File: config.mk
export PLATFORM = sky130hd
export DESIGN_NAME = seven_seg_scan_driver_flat
export DESIGN_NICKNAME = d
export VERILOG_FILES = /design/src/rtl/seven_seg_scan_driver_if.sv /design/src/rtl/seven_seg_scan_driver.sv /design/src/flat_wrapper.sv
export SDC_FILE = /design/constraint.sdc
export NUM_CORES = 1
export LEC_CHECK = 0
export ABC_CLOCK_PERIOD_IN_PS = 3700
export BUFFER_PORTS_ARGS = -buffer_cell sky130_fd_sc_hd__buf_2
export CAP_MARGIN = 20
export CORE_ASPECT_RATIO = 0.8
export CORE_MARGIN = 2
export CORE_UTILIZATION = 64
export CTS_BUF_LIST = sky130_fd_sc_hd__clkbuf_4 sky130_fd_sc_hd__clkbuf_8
export CTS_CLUSTER_DIAMETER = 50
export DETAILED_ROUTE_END_ITERATION = 6
export GPL_TIMING_DRIVEN = 1
export PLACE_DENSITY_LB_ADDON = 0.25
export SETUP_SLACK_MARGIN = 0.3
export SLEW_MARGIN = 20
export SYNTH_ARGS = -nofsm -noshare
export SYNTH_HDL_FRONTEND = slang
export SYNTH_SLANG_ARGS = --single-unit
export TNS_END_PERCENT = 30
File: constraint.sdc
create_clock -name i_clk -period 3.7 [get_ports i_clk]
set_input_delay 0.555 -clock i_clk [delete_from_list [all_inputs] [get_ports i_clk]]
set_output_delay 0.555 -clock i_clk [all_outputs]
set_load 0.005 [all_outputs]
File: src/rtl/seven_seg_scan_driver_if.sv
// seven_seg_scan_driver_if: display-word load handshake and scanned digit outputs
interface seven_seg_scan_driver_if #(parameter int NUM_DIGITS = 4);
  logic [4*NUM_DIGITS-1:0] i_value;
  logic [NUM_DIGITS-1:0]   i_dp;
  logic                    i_load;
  logic                    i_blankLz;
  logic [3:0]              o_digitVal;
  logic                    o_dp;
  logic                    o_blank;
  logic [NUM_DIGITS-1:0]   o_digitSel;
  logic                    o_frame;
  logic                    o_loadAck;
  modport master(
    output i_value, i_dp, i_load, i_blankLz,
    input  o_digitVal, o_dp, o_blank, o_digitSel, o_frame, o_loadAck
  );
  modport slave(
    input  i_value, i_dp, i_load, i_blankLz,
    output o_digitVal, o_dp, o_blank, o_digitSel, o_frame, o_loadAck
  );
endinterface

File: src/rtl/seven_seg_scan_driver.sv
// seven_seg_scan_driver: time-multiplexed 7-segment scan with frame-synchronous loads
module seven_seg_scan_driver #(
  parameter int NUM_DIGITS     = 4,
  parameter int CLK_DIV        = 1000,
  parameter int BLANK_CYCLES   = 2,
  parameter int SEL_ACTIVE_LOW = 1
) (
  input logic i_clk,
  input logic i_reset,
  seven_seg_scan_driver_if.slave bus
);
  localparam int IW = $clog2(NUM_DIGITS);
  localparam int PW = $clog2(CLK_DIV);
  localparam logic [NUM_DIGITS-1:0] SEL_OFF = {NUM_DIGITS{SEL_ACTIVE_LOW != 0}};
  localparam logic [NUM_DIGITS-1:0] ONE = {{(NUM_DIGITS-1){1'b0}}, 1'b1};
  logic [PW-1:0] presc_q, presc_d;
  logic [IW-1:0] idx_q, idx_d;
  logic [4*NUM_DIGITS-1:0] disp_q, disp_d, pend_val_q, pend_val_d;
  logic [NUM_DIGITS-1:0] dp_q, dp_d, pend_dp_q, pend_dp_d, sel_q, sel_d, lz;
  logic pend_q, pend_d, frame_q, frame_d, ack_q, ack_d;
  logic [3:0] digit_val_q, digit_val_d;
  logic dp_out_q, dp_out_d, blank_q, blank_d;
  logic tc, wrap, in_blank, z;
  always_comb begin
    tc = presc_q == PW'(CLK_DIV - 1);
    wrap = tc && idx_q == IW'(NUM_DIGITS - 1);
    presc_d = tc ? '0 : presc_q + 1'b1;
    idx_d = tc ? (wrap ? '0 : idx_q + 1'b1) : idx_q;
    // a load landing on the wrap cycle bypasses pending and commits with this frame
    disp_d = wrap ? (bus.i_load ? bus.i_value : pend_q ? pend_val_q : disp_q) : disp_q;
    dp_d = wrap ? (bus.i_load ? bus.i_dp : pend_q ? pend_dp_q : dp_q) : dp_q;
    pend_d = wrap ? 1'b0 : (pend_q | bus.i_load);
    pend_val_d = bus.i_load ? bus.i_value : pend_val_q;
    pend_dp_d = bus.i_load ? bus.i_dp : pend_dp_q;
    frame_d = wrap;
    ack_d = wrap & (pend_q | bus.i_load);
    lz = '0;
    z = 1'b1;
    for (int i = NUM_DIGITS - 1; i >= 0; i--) begin
      z = z & (disp_q[i*4 +: 4] == 4'd0);
      lz[i] = z;
    end
    lz[0] = 1'b0;
    in_blank = presc_q < PW'(BLANK_CYCLES);
    digit_val_d = disp_q[{idx_q, 2'b00} +: 4];
    dp_out_d = dp_q[idx_q];
    blank_d = in_blank | (bus.i_blankLz & lz[idx_q] & ~dp_q[idx_q]);
    sel_d = (in_blank ? '0 : ONE << idx_q) ^ SEL_OFF;
  end
  always_ff @(posedge i_clk or posedge i_reset) begin
    if (i_reset) begin
      presc_q <= '0;
      idx_q <= '0;
      disp_q <= '0;
      dp_q <= '0;
      pend_val_q <= '0;
      pend_dp_q <= '0;
      pend_q <= 1'b0;
      frame_q <= 1'b0;
      ack_q <= 1'b0;
      digit_val_q <= '0;
      dp_out_q <= 1'b0;
      blank_q <= 1'b1;
      sel_q <= SEL_OFF;
    end else begin
      presc_q <= presc_d;
      idx_q <= idx_d;
      disp_q <= disp_d;
      dp_q <= dp_d;
      pend_val_q <= pend_val_d;
      pend_dp_q <= pend_dp_d;
      pend_q <= pend_d;
      frame_q <= frame_d;
      ack_q <= ack_d;
      digit_val_q <= digit_val_d;
      dp_out_q <= dp_out_d;
      blank_q <= blank_d;
      sel_q <= sel_d;
    end
  end
  assign bus.o_digitVal = digit_val_q;
  assign bus.o_dp = dp_out_q;
  assign bus.o_blank = blank_q;
  assign bus.o_digitSel = sel_q;
  assign bus.o_frame = frame_q;
  assign bus.o_loadAck = ack_q;
endmodule

File: src/flat_wrapper.sv
// flat-port wrapper written by rule: the top's interface ports become plain ports
module seven_seg_scan_driver_flat 
#(
  parameter int NUM_DIGITS     = 4,
  parameter int CLK_DIV        = 1000,
  parameter int BLANK_CYCLES   = 2,
  parameter int SEL_ACTIVE_LOW = 1
)
  (i_clk, i_reset, bus_i_value, bus_i_dp, bus_i_load, bus_i_blankLz, bus_o_digitVal, bus_o_dp, bus_o_blank, bus_o_digitSel, bus_o_frame, bus_o_loadAck);
  seven_seg_scan_driver_if #(.NUM_DIGITS(NUM_DIGITS)) bus_i ();
  input logic i_clk;
  input logic i_reset;
  input wire logic [$bits(bus_i.i_value)-1:0] bus_i_value;
  input wire logic [$bits(bus_i.i_dp)-1:0] bus_i_dp;
  input wire logic [$bits(bus_i.i_load)-1:0] bus_i_load;
  input wire logic [$bits(bus_i.i_blankLz)-1:0] bus_i_blankLz;
  output wire logic [$bits(bus_i.o_digitVal)-1:0] bus_o_digitVal;
  output wire logic [$bits(bus_i.o_dp)-1:0] bus_o_dp;
  output wire logic [$bits(bus_i.o_blank)-1:0] bus_o_blank;
  output wire logic [$bits(bus_i.o_digitSel)-1:0] bus_o_digitSel;
  output wire logic [$bits(bus_i.o_frame)-1:0] bus_o_frame;
  output wire logic [$bits(bus_i.o_loadAck)-1:0] bus_o_loadAck;
  assign bus_i.i_value = bus_i_value;
  assign bus_i.i_dp = bus_i_dp;
  assign bus_i.i_load = bus_i_load;
  assign bus_i.i_blankLz = bus_i_blankLz;
  assign bus_o_digitVal = bus_i.o_digitVal;
  assign bus_o_dp = bus_i.o_dp;
  assign bus_o_blank = bus_i.o_blank;
  assign bus_o_digitSel = bus_i.o_digitSel;
  assign bus_o_frame = bus_i.o_frame;
  assign bus_o_loadAck = bus_i.o_loadAck;
  seven_seg_scan_driver #(.NUM_DIGITS(NUM_DIGITS), .CLK_DIV(CLK_DIV), .BLANK_CYCLES(BLANK_CYCLES), .SEL_ACTIVE_LOW(SEL_ACTIVE_LOW)) u_core (.i_clk(i_clk), .i_reset(i_reset), .bus(bus_i));
endmodule
== After elaboration in Yosys (flattened, before gate mapping) ==
Index checks and enable logic that the tools add are counted.

* Flip-flop bits (word level): 65
* Latch bits: 0
* Bits in writable memories: 0
* Memory bits (read-only): 0
* Bits of input ports: 24
* Output and inout port bits: 12
* Word-level logic and storage cells: 48
* Memories: 0

* Add/subtract/negate cells: 2
* $mul: 0
* Div/mod/pow operators: 0
* Magnitude comparators: 2
* Eq/ne operators: 2
* Shifts and indexed selects: 2
* Multiplexer cells: 12
* Bitwise gates (word level): 9
* Reductions and logical operators: 6

{| class="wikitable"
|+ Operator list
! cell !! count
|-
| $mux W16 || 2
|-
| $shiftx A16 B5 Y4 || 1
|-
| $logic_not A4 Y1 || 3
|-
| $mux W4 || 3
|-
| $add A10 B1 Y10 const B || 1
|-
| $eq A10 B10 Y1 const B || 1
|-
| $lt A10 B2 Y1 const B || 1
|-
| $mux W10 || 1
|-
| $and A1 B1 Y1 || 5
|-
| $bmux W1 S2 || 2
|-
| $not A4 Y4 || 1
|-
| $shl A1 B2 Y4 const A || 1
|-
| $lt A2 B3 Y1 const B || 1
|-
| $mux W1 || 3
|-
| $add A2 B1 Y2 const B || 1
|-
| $eq A2 B2 Y1 const B || 1
|-
| $mux W2 || 1
|-
| $or A1 B1 Y1 || 2
|-
| $reduce_and A2 Y1 || 1
|-
| $reduce_bool A2 Y1 || 1
|-
| $logic_and A1 B1 Y1 || 1
|-
| $not A1 Y1 || 1
|}

== Longest topological paths before layout ==
Gate-level depths: netlist (run 1).

* Depth in word-level cells: 8
* Gate-level depth with buffers: 6
* Depth with buffers taken out: 5

== Worst setup path after synthesis (run 1) ==
Ideal clock, no wire load.

* Path type: flip-flop to flip-flop
* From: reg u_core.presc_q[4]
* To: reg u_core.disp_q[10]
* Data arrival time: 1,654 ps
* Data required time: 3,573 ps
* Path slack: 1,918 ps
* Stages on the path, launching flop included: 6
* Buffers on the path: 1
* Period minus slack after synthesis: 1,782 ps
* Cell sequence: dfrtp_1 -> or2_1 -> nor4_4 -> and3b_2 -> buf_12 -> mux2_1

* Word-level cells in the longest chain between the ends: 3

{| class="wikitable"
|+ Ends and longest elaborated chain
! what !! RTL line !! source
|-
| start: declaration || seven_seg_scan_driver.sv:16 || <nowiki>logic [PW-1:0] presc_q, presc_d;</nowiki>
|-
| start signal: assignment || seven_seg_scan_driver.sv:66 || <nowiki>presc_q <= presc_d;</nowiki>
|-
| $eq A10 B10 Y1 || seven_seg_scan_driver.sv:25 || <nowiki>tc = presc_q == PW'(CLK_DIV - 1);</nowiki>
|-
| $logic_and A1 B1 Y1 || seven_seg_scan_driver.sv:26 || <nowiki>wrap = tc && idx_q == IW'(NUM_DIGITS - 1);</nowiki>
|-
| $reduce_and A2 Y1 (no line) || n/a ||
|-
| end signal: assignment || seven_seg_scan_driver.sv:68 || <nowiki>disp_q <= disp_d;</nowiki>
|-
| end: declaration || seven_seg_scan_driver.sv:18 || <nowiki>logic [4*NUM_DIGITS-1:0] disp_q, disp_d, pend_val_q, pend_val_d;</nowiki>
|}

No other way between the ends.
A chain may end at the register's enable or synchronous reset.

== Worst setup path after layout (run 1) ==
Ends and elaborated chain as after synthesis.

==> impl_metrics.py, run 1 <==
metrics = {
    "floorplanning": {
        "die-area_um2": 4847,
        "row_count": 21,
        "dieWidth_um": 77.34,
        "dieHeight_um": 62.67,
        "core_area_um2": 4151,
        "io_pins": 36,
        "start_util": 0.6634,
    },
    "clock_tree": {
        "cts_tree": "done",
        "clk_latency_ns": 0.34,
        "cts.sinks": 65,
        "cts_max_level": 3,
        "cts_setup_buffers": 0,
        "clk_pin_slew_ns": 0.06,
        "cts_buffers": 9,
        "hold_buffers": 0,
        "ctsResizeCount": 0,
        "root_buffer": "clkbuf_8",
        "cts_max_path_buffers": 2,
    },
    "logic_synthesis": {
        "ys_types": 36,
        "yosysWarnings": 0,
        "synth_edf_count": 0,
        "muxShareOfSynthArea": 0.2290,
        "netlist_instances": 184,
        "synth_xor_area_frac": 0.01590,
        "synthSimpleGateAreaFrac": 0.08087,
        "synth_top_family_by_area": "multiplexers",
        "async_reset_ff_frac": 1.000,
        "yosysMostFrequentCell": "dfrtp_1",
        "ys_top_cells_by_area": "dfrtp_1 (55%), mux2_4 (9.8%), mux2_2 (8.2%)",
        "yosys.area.top_type_share": 0.5452,
        "synth_ff_type": "dfrtp_1",
        "synth_top_area_cell": "dfrtp_1",
        "synth.avg_cell_area_um2": 14.97,
        "synth.yosys.seq_area_share": 0.5929,
        "mappedNetlistNets": 213,
        "ys_ff_latch": 65,
        "synth_compound_area_frac": 0.02999,
        "yosys-top-cells-count": "dfrtp_1 (60), mux2_2 (20), mux2_4 (18)",
        "syn-cell-area_um2": 2754,
        "synth_fa_ha_area_frac": 0.02272,
    },
    "critical_path": {
        "max_stage_delay_ns": 0.75,
        "cp.required_ns": 3.92,
        "reg2reg_slack_ns": 1.07,
        "cp_cell_sequence": "or2_1, nor4_4, and3b_2, mux2_1",
        "critPathLaunch": "u_core.presc_q[4]",
        "r2r_start": "u_core.presc_q[4]",
        "worstPathArrival_ns": 2.85,
        "cp-end-kind": "flop",
        "crit_slowest_cell": "and3b_2",
        "crit_path_start_kind": "flop",
        "crit_fanout": 20,
        "crit_type": "flop to flop",
    },
    "power": {
        "p_per_area_nw_per_um2": 437.8,
        "ir_drop_mv": 0.3434,
        "p_leak_nw": 1.496,
    },
    "cells_and_area": {
        "multi_input_area_um2": 1042,
        "layout.area.seq_um2": 1633,
        "n_antenna_cell": 0,
        "fin_util": 0.7544,
        "syn_to_final_growth_pct": 13.72,
        "fillers": 293,
        "fin_nets": 253,
        "drive_gt1_frac": 0.4493,
    },
    "outcome": {
        "outcome": "finished, final reports clean",
    },
    "routing": {
        "via_count": 1571,
        "ant_nets": 0,
        "firstDrtPassIters": 5,
        "drt_wl_total_um": 5028,
        "viasPerCell": 5.532,
        "drt-initial-drc-count": 172,
        "remaining_drc_errors": 0,
        "routedWlPerCell_um": 17.70,
    },
    "sta": {
        "fmax_mhz": 380.9,
        "finalSetupViolCount": 0,
        "final_max_slew_viol_count": 0,
        "fin_crit_ns": 2.626,
        "finalHoldViolations": 0,
        "fin_skew_ns": 0.006378,
        "rsz0062_at_grt": "no",
        "tns_ns": 0,
        "worst_slew_margin_rel": 0.4754,
        "tightest_slew_ns": 0.7860,
        "finalCritPeriodShare": 0.7096,
    },
    "placed_design": {
        "dp_hpwl_um": 3437,
        "port_buffers": 35,
        "globalplace.congestion": 0.7771,
    },
    "global_routing": {
        "use_met2": 0.3739,
        "grt_util_met3": 0.1012,
        "antenna_found_initial": 0,
        "grt_util_met1": 0.3227,
        "grt_max_degree": 50,
        "first_global_vias": 1727,
        "grt_pass1_wl_um": 8638,
        "grt_overflow": 0,
        "busiest_layer": "met2",
        "grt_use_total": 0.2454,
    },
    "job": {
        "cap_violations": 0,
    },
    "min_path": {
        "hp-class": "input pin to asynchronous set/reset pin",
    },
}
## flip-flops by register name (all words and copies together) (netlist names), 2 cells and up
signal	count
u_core.presc_q	10
u_core.pend_dp_q	4
u_core.idx_q	2
u_core.dp_q	4
u_core.bus.o_digitSel	4
u_core.bus.o_digitVal	4
u_core.disp_q	16
u_core.pend_val_q	16
## final timing paths
| check | cells after the start | endpoint |
|---|---|---|
| max | 4 | u_core.disp_q[10] |
| min | 2 | u_core.pend_val_q[6] |
| max reg2reg | 4 | u_core.disp_q[10] |
| min reg2reg | 1 | u_core.presc_q[0] |
| max in group asynchronous | 3 | u_core.presc_q[8] |
| min in group i_clk | 2 | u_core.pend_val_q[1] |
## stage by stage
| stage | power [mW] | hold slack [ns] | setup slack, ns | std cells | area, um2 |
|---|---|---|---|---|---|
| finish | 1.371 | 0.3322 | 1.074 | 284 | 3132 |
| global route | 1.426 | 0.4095 | 0.8778 | 284 | 3132 |
| CTS | 1.382 | 0.4534 | 1.069 | 284 | 3131 |
| detailed placement | 0.8166 | 0.4666 | 1.137 | 270 | 2948 |
| global placement | 0.8110 | 0.4521 | 1.303 | 270 | 2948 |
| floorplan | 0.7906 | 0.4329 | 1.527 | 184 | 2754 |
## per-layer routing
metal	routed length, um	up-vias
li1	-	729
met4	103	0
met1	2173	755
met2	2418	71
met3	333	16
met5	0	-
## area by class of cell
cell class	instances	area share
multi-input combinational	107	0.3328
clock buffer	10	0.04395
tap	57	0.02277
sequential	65	0.5214
clock inverter	4	0.01438
timing repair buffer	36	0.05833
inverter	5	0.006392
## placed cells by master (no fill, tap or decap), drive strengths merged, types with 2 or more instances in the layout
master and n:
and3b 2, nor4 4, nor3 2, xor2 2, nand3 3, o41ai 2, clkbuf 10, and2 2
buf 36, clkinv 4, nor2 8, a21oi 3, dfstp 5, dfrtp 60, mux2 40, nand2 10
ha 5, mux4 5, o21ai 5, inv 4, nand4 2, xnor2 3
## cells by family after synthesis
group                    Yosys count
AO/OA/AOI/OAI                     13
XOR/XNOR                           5
adder cells (fa/ha/maj)            5
buffers and inverters             12
flip-flops                        65
multiplexers                      45
AND/OR/NAND/NOR                   39
## power breakdown
part,switching (mW),total (mW),internal (mW),leakage (nW)
Sequential,0.00532,0.738,0.733,0.825
Combinational,0.0338,0.0638,0.0300,0.573
Clock,0.251,0.569,0.318,0.0978
Total,0.290,1.37,1.08,1.50
## critical path, delay by kind of cell, from the launching register on
| kind | cells | cell delay (ns) |
|---|---|---|
| DFF | 1 | 0.45 |
| muxes | 1 | 0.39 |
| and+or+nand+nor | 3 | 1.65 |
No activity file was read; power rests on OpenSTA's default activity.
==> run 2: changes to the inputs <==
ABC_AREA = 1   (was unset)
ABC_CLOCK_PERIOD_IN_PS = 2300   (was 3700)
CORE_UTILIZATION = 54   (was 64)
clock period = 2.3 ns   (was 3.7 ns; I/O delays follow)
==> run 2 against run 1 <==
Against the previous run:
- via count increased by 40%
- synthesized cell count increased by 78%
- worst hold slack got worse by 0.30 ns
- largest cell class unchanged
- first-iteration DRC count decreased by 22%
- worst setup slack got worse by 0.58 ns
- largest power group unchanged
- design area increased by 4.2%
- sequential share of layout area decreased by 2.1 points
- sequential power increased by 60%
- clock power increased by 83%
- core utilization decreased by 11 points
==> impl_metrics.py, run 2 <==
metrics = {
    "clock_tree": {
        "cts_setup_buffers": 0,
        "ctsResizeCount": 0,
        "cts_max_path_buffers": 2,
        "clk_pin_slew_ns": 0.07,
        "hold_buffers": 0,
        "clk_latency_ns": 0.35,
        "root_buffer": "clkbuf_8",
        "cts_max_level": 3,
        "cts_tree": "done",
        "cts_buffers": 9,
        "cts.sinks": 65,
    },
    "logic_synthesis": {
        "ys_types": 27,
        "yosysMostFrequentCell": "nand2_1",
        "netlist_instances": 328,
        "ys_top_cells_by_area": "dfrtp_1 (53%), nand2_1 (17%), nand3_1 (4.7%)",
        "synth.yosys.seq_area_share": 0.5739,
        "synth_top_area_cell": "dfrtp_1",
        "async_reset_ff_frac": 1.000,
        "synth.avg_cell_area_um2": 8.674,
        "yosys-top-cells-count": "nand2_1 (128), dfrtp_1 (60), nand3_1 (27)",
        "syn-cell-area_um2": 2845,
        "mappedNetlistNets": 357,
        "ys_ff_latch": 65,
        "synth_edf_count": 0,
        "synth_ff_type": "dfrtp_1",
        "yosys.area.top_type_share": 0.5277,
        "yosysWarnings": 0,
    },
    "sta": {
        "worst_slew_margin_rel": 0.5815,
        "finalHoldViolations": 0,
        "fin_skew_ns": 0.007165,
        "fin_crit_ns": 1.807,
        "finalSetupViolCount": 0,
        "fmax_mhz": 553.5,
        "tightest_slew_ns": 0.6271,
        "timing.hold.ws_ns": 0.03662,
        "finalCritPeriodShare": 0.7855,
        "final_max_slew_viol_count": 0,
        "rsz0062_at_grt": "yes",
        "tns_ns": 0,
    },
    "cells_and_area": {
        "n_antenna_cell": 0,
        "syn_to_final_growth_pct": 14.73,
        "drive_gt1_frac": 0.1941,
        "layout.cells.non_filler": 433,
        "layout_common_cells": "nand2_1 (128), dfrtp_1 (60), buf_2 (35)",
        "fillers": 437,
        "fin_nets": 395,
        "fin_util": 0.6482,
        "reg_top3": "u_core.disp_q x16, u_core.pend_val_q x16, u_core.presc_q x10",
        "layout_commonest_cell": "nand2_1",
    },
    "global_routing": {
        "grt_use_total": 0.2225,
        "grt_max_degree": 26,
        "grt_pass1_wl_um": 9715,
        "first_global_vias": 2142,
        "antenna_found_initial": 0,
        "grt_overflow": 0,
    },
    "floorplanning": {
        "dieHeight_um": 68.93,
        "row_count": 23,
        "io_pins": 36,
        "dieWidth_um": 85.16,
        "start_util": 0.5650,
        "core_area_um2": 5036,
        "die-area_um2": 5869,
    },
    "routing": {
        "viasPerCell": 5.083,
        "ant_nets": 0,
        "drt_wl_total_um": 5649,
        "routedWlPerCell_um": 13.05,
        "drt-initial-drc-count": 134,
        "firstDrtPassIters": 4,
        "remaining_drc_errors": 0,
        "via_count": 2201,
    },
    "critical_path": {
        "crit_path_start_kind": "flop",
        "worstPathArrival_ns": 2.09,
        "cp.required_ns": 2.59,
        "crit_fanout": 21,
        "crit_type": "flop to flop",
        "cp-end-kind": "flop",
    },
    "power": {
        "ir_drop_mv": 0.4953,
        "p_per_area_nw_per_um2": 710.1,
        "p_leak_nw": 1.817,
    },
    "placed_design": {
        "dp.cells": 417,
        "port_buffers": 35,
        "dp_hpwl_um": 3868,
        "globalplace.congestion": 0.8715,
    },
    "job": {
        "cap_violations": 0,
    },
    "outcome": {
        "outcome": "finished, final reports clean",
    },
    "min_path": {
        "hp-class": "input pin to asynchronous set/reset pin",
    },
}
==> run 2: changes by cell type in the layout (fill, tap and decap cells not counted), moves of 8 or more <==
cell / previous run / this run
inv_1: 4 / 20
mux2_2: 20 / 0
nor2_1: 8 / 25
o21ai_0: 5 / 13
mux2_4: 18 / 0
nand3_1: 3 / 27
nand2_1: 10 / 128
==> run 2: final timing paths <==
kind	startpoint	to	slack, ns	cells past startpoint
min	i_reset	u_core.disp_q[10]	0.04	2
min in group i_clk	bus_i_value[14]	u_core.pend_val_q[14]	0.22	3
min reg2reg	u_core.pend_val_q[14]	u_core.pend_val_q[14]	0.47	2
max in group asynchronous	i_reset	u_core.bus.o_digitSel[2]	1.53	3
max	u_core.presc_q[0]	u_core.disp_q[12]	0.49	7
max reg2reg	u_core.presc_q[0]	u_core.disp_q[12]	0.49	7
==> run 2: final cells by class <==
class | count | area [um2] | share of cell area
Multi-Input combinational cell | 228 | 1045 | 0.3200
Clock buffer | 10 | 131.4 | 0.04025
Inverter | 22 | 82.58 | 0.02530
Tap cell | 62 | 77.57 | 0.02376
Clock inverter | 6 | 82.58 | 0.02530
Timing Repair Buffer | 40 | 212.7 | 0.06516
Sequential cell | 65 | 1633 | 0.5002
==> run 2: critical path, stage by stage (launching register included) <==
cell and delay (ns):
dfrtp_1 0.39, ha_1 0.25, nand2_2 0.09, nor2_2 0.16
nand3_4 0.16, nor2_4 0.42, nand3_1 0.16, nand2_1 0.10
==> run 2: power by group <==
group | internal (mW) | leakage (nW) | switching [mW] | total, mW
logic | 0.0319 | 0.872 | 0.0658 | 0.0977
clock network | 0.616 | 0.109 | 0.423 | 1.04
registers | 1.17 | 0.835 | 0.00750 | 1.18
total | 1.82 | 1.82 | 0.496 | 2.32
==> run 2: metrics by stage <==
stage	instance area, um2	setup slack (ns)	power, mW
after floorplan	2845	0.3368	1.261
after global routing	3264	0.2788	2.414
after detailed placement	3050	0.4768	1.303
after CTS	3264	0.4431	2.346
final	3264	0.4934	2.318
after global placement	3050	0.5078	1.299
==> run 2: kinds of logic after synthesis <==
logic type	count (synthesis)	synth area share
adder cells (fa/ha/maj)	5	0.02199
buffers and inverters	35	0.05893
flip-flops	65	0.5739
AND/OR/NAND/NOR	201	0.3039
AO/OA/AOI/OAI	22	0.04134
==> run 2: layer usage <==
layer / wire length [um] / part of all wire / global-route usage / up-vias
li1: - / - / - / 1114
met2: 2707 / 0.48 / 0.3691 / 40
met1: 2630 / 0.47 / 0.2748 / 1041
met4: 49 / 0.0087 / 0.07143 / 0
met5: 0 / 0 / 0 / -
met3: 262 / 0.046 / 0.08333 / 6
==> run 3: changes to the inputs <==
ABC_AREA = 0   (was 1)
ABC_CLOCK_PERIOD_IN_PS = 1500   (was 2300)
CORE_UTILIZATION = 53   (was 54)
clock period = 1.5 ns   (was 2.3 ns; I/O delays follow)
==> run 3 against run 2 <==
Against the previous run:
- the run now ends with setup timing left
- core utilization increased by 7.0 points
- critical path depth shrank 2
- wire length up 0.99%
- critical endpoint is now u_core.disp_q[8]
- register-to-register slack worse by 0.83 ns
- combinational power up 84%
- clock power increased by 40%
- worst setup slack lost 0.83 ns
- sequential power rose by 54%
- highest routed layer unchanged
- final cell count fell by 25%
- largest cell class unchanged
- clock skew increased by 0.00056 ns
- power rose by 49%
- clock-buffer cell count is 3 higher
==> impl_metrics.py, run 3 (synthesis gave the netlist of run 1 again) <==
metrics = {
    "global_routing": {
        "grt_use_total": 0.2119,
        "grt_max_degree": 25,
        "grt_overflow": 0,
        "antenna_found_initial": 0,
        "first_global_vias": 1787,
        "grt_pass1_wl_um": 8963,
    },
    "sta": {
        "worst_slew_margin_rel": 0.6660,
        "finalHoldViolations": 0,
        "fmax_mhz": 545.7,
        "timing.final.ws_setup_ns": -0.3325,
        "rsz0062_at_grt": "yes",
        "fin_crit_ns": 1.832,
        "tightest_slew_ns": 0.5000,
        "finalSetupViolCount": 21,
        "finalCritPeriodShare": 1.222,
        "fin_skew_ns": 0.007723,
        "final_max_slew_viol_count": 0,
    },
    "clock_tree": {
        "cts.sinks": 65,
        "root_buffer": "clkbuf_8",
        "cts_tree": "done",
        "cts_max_path_buffers": 2,
        "clk_pin_slew_ns": 0.06,
        "clk_latency_ns": 0.34,
        "cts_buffers": 9,
        "cts_max_level": 3,
    },
    "outcome": {
        "failed_checks": "setup timing",
        "outcome": "finished, violations left",
    },
    "cells_and_area": {
        "syn_to_final_growth_pct": 30.62,
        "reg_top3": "u_core.disp_q x16, u_core.pend_val_q x16, u_core.presc_q x10",
        "fin_util": 0.7184,
        "layout_commonest_cell": "dfrtp_1",
        "layout_common_cells": "dfrtp_1 (60), buf_2 (32), buf_4 (24)",
        "layout.cells.non_filler": 324,
        "fin_nets": 286,
        "multi_input_area_um2": 1130,
        "fillers": 332,
        "layout.area.seq_um2": 1633,
        "n_antenna_cell": 0,
        "drive_gt1_frac": 0.5649,
    },
    "critical_path": {
        "reg2reg_slack_ns": -0.33,
        "crit_family": "simple AND/OR/NAND/NOR gates",
        "max_stage_delay_ns": 0.39,
        "crit_path_start_kind": "flop",
        "cp.required_ns": 1.72,
        "cp-end-kind": "flop",
        "crit_type": "flop to flop",
        "crit_fanout": 8,
        "crit_slowest_cell": "dfrtp_1",
        "crit_buf_inv": 1,
        "worstPathArrival_ns": 2.05,
        "cp_cell_sequence": "or2_4, nor4_4, and3b_2, clkbuf_16, mux2_4",
    },
    "placed_design": {
        "dp_hpwl_um": 3857,
        "globalplace.congestion": 0.9282,
        "port_buffers": 35,
        "dp.cells": 302,
    },
    "floorplanning": {
        "dieHeight_um": 68.48,
        "start_util": 0.5500,
        "dieWidth_um": 84.59,
        "die-area_um2": 5792,
        "row_count": 23,
        "io_pins": 36,
        "core_area_um2": 5007,
    },
    "routing": {
        "routedWlPerCell_um": 17.61,
        "drt_wl_total_um": 5705,
        "via_count": 1745,
        "remaining_drc_errors": 0,
        "firstDrtPassIters": 4,
        "ant_nets": 0,
        "viasPerCell": 5.386,
        "drt-initial-drc-count": 143,
    },
    "min_path": {
        "hp-class": "input pin to flop",
    },
    "power": {
        "p_leak_nw": 1.713,
        "ir_drop_mv": 0.8126,
        "p_per_area_nw_per_um2": 962.1,
    },
    "job": {
        "cap_violations": 0,
    },
}
-- run 3: layout make-up --
cell class	instances	area share
inverter	5	0.006261
multi-input combinational	107	0.3141
clock inverter	3	0.01113
clock buffer	13	0.04452
tap	62	0.02157
timing repair buffer	69	0.1485
sequential	65	0.4539
-- run 3: power breakdown --
group          switching [mW]  internal [mW]  total, mW
sequential             0.0135           1.81       1.82
combinational          0.0899         0.0901      0.180
clock                   0.597          0.863       1.46
total                   0.700           2.76       3.46
-- run 3: metal layers --
| metal | part of all wire | routed length, um | track usage | vias to the layer above |
|---|---|---|---|---|
| met2 | 0.47 | 2695 | 0.3366 | 52 |
| met1 | 0.46 | 2645 | 0.2808 | 881 |
| li1 | - | - | - | 803 |
| met4 | 0.012 | 71 | 0.05952 | 0 |
| met5 | 0 | 0 | 0 | - |
| met3 | 0.051 | 293 | 0.07600 | 9 |
-- run 3: final timing paths --
path / startpoint / end / cells past startpoint
max in group asynchronous: i_reset / u_core.presc_q[9] / 4
worst max-delay path: u_core.presc_q[3] / u_core.disp_q[8] / 5
worst min register to register: u_core.pend_val_q[2] / u_core.pend_val_q[2] / 1
min in group asynchronous: i_reset / u_core.disp_q[5] / 3
worst max register to register: u_core.presc_q[3] / u_core.disp_q[8] / 5
worst min-delay path: bus_i_value[8] / u_core.pend_val_q[8] / 2
-- run 3: per-stage QoR --
step	setup slack, ns	hold WS, ns	cell area (um2)	setup TNS (ns)	power [mW]
floorplan	-0.2817	0.3465	2758	-5.339	1.951
global placement	-0.2233	0.2708	3211	-3.945	2.021
detailed placement	-0.2969	0.2852	3211	-5.328	2.033
CTS	-0.3061	0.1297	3526	-5.802	3.487
global route	-0.4227	0.1338	3597	-8.162	3.608
finish	-0.3325	0.1390	3597	-6.254	3.461
-- run 3: what timing repair did --
action	CTS	global route
setup endpoints to repair	40	47
pin swaps	10	13
hold buffers	1	0
cloned	1	0
buffers inserted	2	2
hold endpoints to repair	14	0
gates resized for setup	16	12
